[src/rtl/serial_deser.sv]
// Serial-to-parallel deserializer: assembles WIDTH bits (MSB first) into a word
// and presents it on a valid/ready port backed by a one-word holding buffer.
// A completed word arriving while the buffer is full and not being consumed is
// dropped and recorded in a sticky overrun flag.
module serial_deser #(
    parameter int unsigned WIDTH = 32,
    parameter int unsigned CNT_W = 5
) (
    input  logic             clk,
    input  logic             rst,
    input  logic             ser_in,
    input  logic             ser_en,
    input  logic             frame_start,
    output logic [WIDTH-1:0] par_out,
    output logic             par_valid,
    input  logic             par_ready,
    output logic [CNT_W-1:0] bit_cnt,
    output logic             overrun,
    input  logic             clr_overrun
);

    typedef enum logic {
        StEmpty,
        StFull
    } buf_state_e;

    localparam logic [CNT_W-1:0] LastIdx = CNT_W'(WIDTH - 1);

    logic [WIDTH-1:0] shreg_q;
    logic [CNT_W-1:0] cnt_q;
    logic [WIDTH-1:0] word_q;
    logic             ovr_q;
    buf_state_e       state_q;

    logic             complete;
    logic [WIDTH-1:0] word_new;

    // A frame_start on the last bit cancels the completion and restarts alignment.
    always_comb begin
        complete = ser_en && !frame_start && (cnt_q == LastIdx);
        word_new = {shreg_q[WIDTH-2:0], ser_in};
    end

    // Shift register and bit counter.
    always_ff @(posedge clk) begin
        if (rst) begin
            shreg_q <= '0;
            cnt_q   <= '0;
        end else if (ser_en) begin
            if (frame_start) begin
                shreg_q <= {{(WIDTH-1){1'b0}}, ser_in};
                cnt_q   <= CNT_W'(1);
            end else begin
                shreg_q <= word_new;
                cnt_q   <= complete ? '0 : cnt_q + CNT_W'(1);
            end
        end else if (frame_start) begin
            cnt_q <= '0;
        end
    end

    // Output holding buffer FSM with sticky overrun; overrun set beats clear.
    always_ff @(posedge clk) begin
        if (rst) begin
            state_q <= StEmpty;
            word_q  <= '0;
            ovr_q   <= 1'b0;
        end else begin
            unique case (state_q)
                StEmpty: begin
                    if (complete) begin
                        word_q  <= word_new;
                        state_q <= StFull;
                    end
                end
                StFull: begin
                    if (complete && par_ready) begin
                        word_q <= word_new;
                    end else if (par_ready) begin
                        state_q <= StEmpty;
                    end
                end
                default: state_q <= StEmpty;
            endcase

            if (complete && (state_q == StFull) && !par_ready) begin
                ovr_q <= 1'b1;
            end else if (clr_overrun) begin
                ovr_q <= 1'b0;
            end
        end
    end

    assign par_out   = word_q;
    assign par_valid = (state_q == StFull);
    assign bit_cnt   = cnt_q;
    assign overrun   = ovr_q;

endmodule

[config.mk]
export PLATFORM = sky130hd
export DESIGN_NAME = serial_deser
export DESIGN_NICKNAME = d
export VERILOG_FILES = /design/src/rtl/serial_deser.sv
export SDC_FILE = /design/constraint.sdc
export NUM_CORES = 1
export LEC_CHECK = 0
export CORE_MARGIN = 2
export CORE_UTILIZATION = 55
export CTS_CLUSTER_SIZE = 20
export DETAILED_ROUTE_END_ITERATION = 12
export DONT_BUFFER_PORTS = 1
export PLACE_DENSITY = 0.71
export SLEW_MARGIN = 20
export SYNTH_ARGS = -nofsm -noshare
export SYNTH_HDL_FRONTEND = slang
export SYNTH_SLANG_ARGS = --single-unit
[constraint.sdc]
create_clock -name clk -period 2.4 [get_ports clk]
set_input_delay 0.48 -clock clk [delete_from_list [all_inputs] [get_ports clk]]
set_output_delay 0.48 -clock clk [all_outputs]
set_load 0.05 [all_outputs]
---- Word-level counts from Yosys, hierarchy flattened ----
Cells that the tools add are included.
W data, S select, Z words.
word-level totals
  bits in registers ....................... 70
  bits in latches ......................... 0
  bits in writable memories ............... 0
  bits in read-only memories .............. 0
  input bits .............................. 7
  output and inout bits ................... 39
  logic and storage cells ................. 34
  memories ................................ 0
operators by class
  add/subtract/negate cells ............... 1
  multipliers ............................. 0
  div/mod/pow operators ................... 0
  order comparisons ....................... 0
  equality and inequality tests ........... 3
  shifts and indexed selects .............. 0
  mux-type cells .......................... 14
  bitwise gates (word level) .............. 1
  reduce and logical (&&, ||, !) cells .... 10
operator list
  operator               count
  $mux W32               2
  $pmux W32 S2           1
  $mux W31               1
  $mux W5                4
  $add A5 B1 Y5 const B  1
  $eq A5 B5 Y1 const B   1
  $logic_and A1 B1 Y1    5
  $mux W1                5
  $reduce_bool A2 Y1     2
  $logic_not A1 Y1       2
  $ne A2 B1 Y1 const B   1
  $ne A2 B2 Y1 const B   1
  $pmux W1 S2            1
  $reduce_and A2 Y1      1
  $not A1 Y1             1

---- Longest topological paths before layout ----
  word-level depth ........................ 6
  mapped depth ............................ 8
  gate-level depth less buffers ........... 6

---- Least setup slack after synthesis ----
OpenSTA, ideal clock, no wires.
  path kind ............................... reg-to-reg
  start ................................... register cnt_q[0] (netlist: bit_cnt[0])
  end ..................................... register word_q[10] (netlist: par_out[10])
  setup time .............................. 0.072 ns
  arrival ................................. 2.063 ns
  data required time ...................... 2.328 ns
  slack ................................... 0.266 ns
  cell stages (with the launch flop) ...... 9
  path buffers ............................ 2
  clock period less this slack ............ 2.134 ns
  path through ............................ dfxtp_1 ha_1 and3_1 ha_1 nand3b_1 nor2b_1 buf_2 buf_6 mux2i_1
between the ends
  cells in the longest elaborated chain, start to end .. 5
  elaborated cells on any way between the ends .. 6
  those cells by class .................... 3 x eq/ne; 3 x reduce/logical
ends and longest elaborated chain
  what                                  line  text
  start: declaration                    30    logic [CNT_W-1:0] cnt_q;
  start signal: assignment              55    cnt_q <= complete ? '0 : cnt_q + CNT_W'(1);
  $eq A5 B5 Y1 *                        40    complete = ser_en && !frame_start && (cnt_q == LastIdx);
  $logic_and A1 B1 Y1 *                 40
  $logic_and A1 B1 Y1                   77    if (complete && par_ready) begin
  $ne A2 B1 Y1 (no source line)         --
  $reduce_and A2 Y1 (no source line) *  --
  end signal: assignment                72    word_q <= word_new;
  end signal: assignment                78    word_q <= word_new;
  end: declaration                      31    logic [WIDTH-1:0] word_q;
Every way passes the cells marked *; elsewhere a longest branch is shown, timed or not.
A chain may end at the register's enable or synchronous reset.

---- Worst setup path in the final report ----
  start ................................... register cnt_q[0] (netlist: bit_cnt[0])
  end ..................................... register word_q[30] (netlist: par_out[30])
Same word-level chain as after synthesis.

==> results by group <==
Status
  – Outcome: finished clean

Worst setup path
  – Crit path capture type: register
  – FF-to-FF Start: bit_cnt[0]$_SDFFE_PP0P_
  – CP startpoint: bit_cnt[0]$_SDFFE_PP0P_
  – Max FO, Critical Path: 13
  – Worst setup SP type: register
  – Crit path DAT: 2.24 ns
  – Worst Path Required: 2.65 ns
  – WS Path Type: register to register

Detailed routing
  – Avg Vias per Cell: 5.36
  – DR WL/cell: 13.6 um
  – Routed vias: 2043
  – TritonRoute pass-1 iters: 4
  – Post-route ant nets: 0
  – # DRC: 0
  – Iteration-0 DRC Markers: 125
  – Detailed Route WL: 5190 um

Synthesis
  – Syn_nets: 322
  – Yosys reg bits: 70
  – Cell taking the most area after synthesis: dfxtp_1
  – YS warnings: 0
  – Synth top area share: 48.7%
  – Post-synthesis cell type count: 27
  – Mapped Area: 2880 sq um
  – Sequential-to-total area share from yosys stat: 48.7%
  – Synth area leaders: dfxtp_1 49%, nand2b_1 14%, mux2i_1 12%
  – Synthesized instance count: 313
  – Post-Syn Area per Cell: 9.19 sq um

Floorplanning
  – Die W: 76.3 um
  – IO Pins: 46
  – Starting Density: 56.7%
  – DIE HEIGHT: 76.3 um
  – Die area: 5820 sq um
  – Core ar.: 5070 sq um
  – Row count: 26

Place
  – Cells after DPL: 365
  – Detailed Place HPWL: 3080 um
  – Placement Cell Area: 2920 sq um
  – Gpl congestion: 0.765
  – Worst slack, placed: 0.430 ns
  – PortBufs: 0

Hold path
  – Worst Hold Class: primary input to register
  – Startpoint of the worst hold path: rst

Clocking
  – Clk_lat worst skew: 0.33 ns
  – Clock transition at the registers of the reported paths: 0.07 ns
  – Post-CTS Setup Inserts: 0
  – Max clock buf depth: 2
  – Post-cts resize count: 0
  – CTS tree: done
  – Root buffer cell: clkbuf_8
  – Cts hold-fix bufs: 0
  – H-tree depth: 3
  – Clock Sinks: 70
  – CTS buffer count: 9

STA
  – Final min period: 1.98 ns
  – Hold Fails Final Rpt: 0
  – Fmax: 0.504 GHz
  – Slew @ Worst Pin: 0.546 ns
  – Count of final setup violators: 0
  – Final TNS setup: 0 ns
  – Slew Viols, Final: 0
  – Post-route worst setup slack: 0.418 ns
  – Slew headroom: 63.5%
  – Crit share post-route: 82.6%
  – Final Skew: 0.0116 ns
  – RSZ-0062 raised after global routing: no

Final layout
  – Fin cells: 381
  – Post-layout nets: 315
  – Most common cell after layout, fill and taps aside: dfxtp_1
  – Commonest cells after routing, fill and taps aside: 70 x dfxtp_1, 65 x nand2b_1, 34 x mux2i_1, 34 x a21oi_1, 32 x nand3_1
  – Number of diodes: 0
  – P&R area growth vs syn: 8.05%
  – Cell area after layout: 3110 sq um
  – Fraction of layout cells with a size suffix above 1: 8.68%

Pwr
  – P per Cell Area: 670 nW/um^2
  – LEAKAGE: 0.974 nW
  – VDD IR max: 0.333 mV
  – Overall Power: 2.08 mW

Job
  – Max-cap violation count: 0

Global routing
  – Initial antenna violation count: 0
  – Vias in the first global route: 1915
  – GRT overflow: 0
  – Pin count of the biggest net entering global routing: 103
  – First-pass GRT wire length: 8640 um
  – Tot GR Track Use: 18.2%
-- critical path, stage by stage (launching register included) --
cell,delay (ns)
dfxtp_1,0.33
ha_1,0.19
and3_1,0.17
ha_1,0.27
nand3b_1,0.19
nor2b_4,0.34
buf_12,0.21
mux2i_1,0.20
-- path summary, 6_finish.rpt --
path              slack (ns)  depth (start not counted)                       end
hold / removal          0.21                          1   bit_cnt[3]$_SDFFE_PP0P_
hold reg to reg         0.46                          2  shreg_q[30]$_SDFFE_PP0P_
setup reg to reg        0.42                          7  par_out[30]$_SDFFE_PP0P_
setup / recovery        0.42                          7  par_out[30]$_SDFFE_PP0P_
-- power by group --
part / leakage (nW) / internal (mW) / switching [mW]
registers: 0.564 / 1.16 / 0.00199
clock network: 0.0954 / 0.457 / 0.410
logic: 0.314 / 0.0238 / 0.0271
-- Yosys cell counts --
library cell / instances
nand2b_1: 65
a31oi_1: 1
o21ai_1: 1
o21ai_0: 2
nor3_1: 3
nor2_1: 2
nand2_1: 30
o22ai_1: 1
nand3_1: 32
a21oi_1: 34
buf_2: 3
mux2i_1: 34
inv_1: 1
inv_4: 1
nor4bb_1: 1
clkbuf_1: 16
or4_4: 1
buf_1: 2
nand3b_1: 1
inv_2: 1
buf_6: 4
ha_1: 2
nor2b_1: 2
and3_1: 1
a211oi_2: 1
and3b_1: 1
dfxtp_1: 70
-- metrics by stage --
stage	util, %	hold slack [ns]
5_1_grt	61.2	0.188
6_report	61.2	0.212
2_1_floorplan	-	0.442
3_5_place_dp	57.6	0.449
4_1_cts	61.2	0.199
3_3_place_gp	57.6	0.442
-- flip-flops by register name, indices dropped and copies added, names as in the netlist --
signal     cells
bit_cnt        5
par_out       32
par_valid      1
overrun        1
shreg_q       31
-- area by class of cell --
class | instances | area, sq um
clock buffer | 13 | 169
clock inverter | 3 | 17.5
fill | 450 | 1970
inverter | 3 | 13.8
multi-input combinational | 215 | 1340
sequential | 70 | 1400
tap | 70 | 87.6
timing repair buffer | 7 | 77.6
-- cell families after synthesis --
kind of cell	count (synthesis)	share of synthesized area, %
adder cells (fa/ha/maj)	2	0.870
AND/OR/NAND/NOR	139	26.4
multiplexers	34	11.8
flip-flops	70	48.7
AO/OA/AOI/OAI	40	7.31
buffers and inverters	28	4.91
-- layer usage --
metal / vias up / GRT usage, % / share of wire [%]
li1: 1030 / - / -
met3: 5 / 7.23 / 7.3
met5: - / 0 / 0
met4: 0 / 8.73 / 1.1
met2: 49 / 28.1 / 45
met1: 959 / 22.2 / 46
Power figures use the tool's default switching activity.
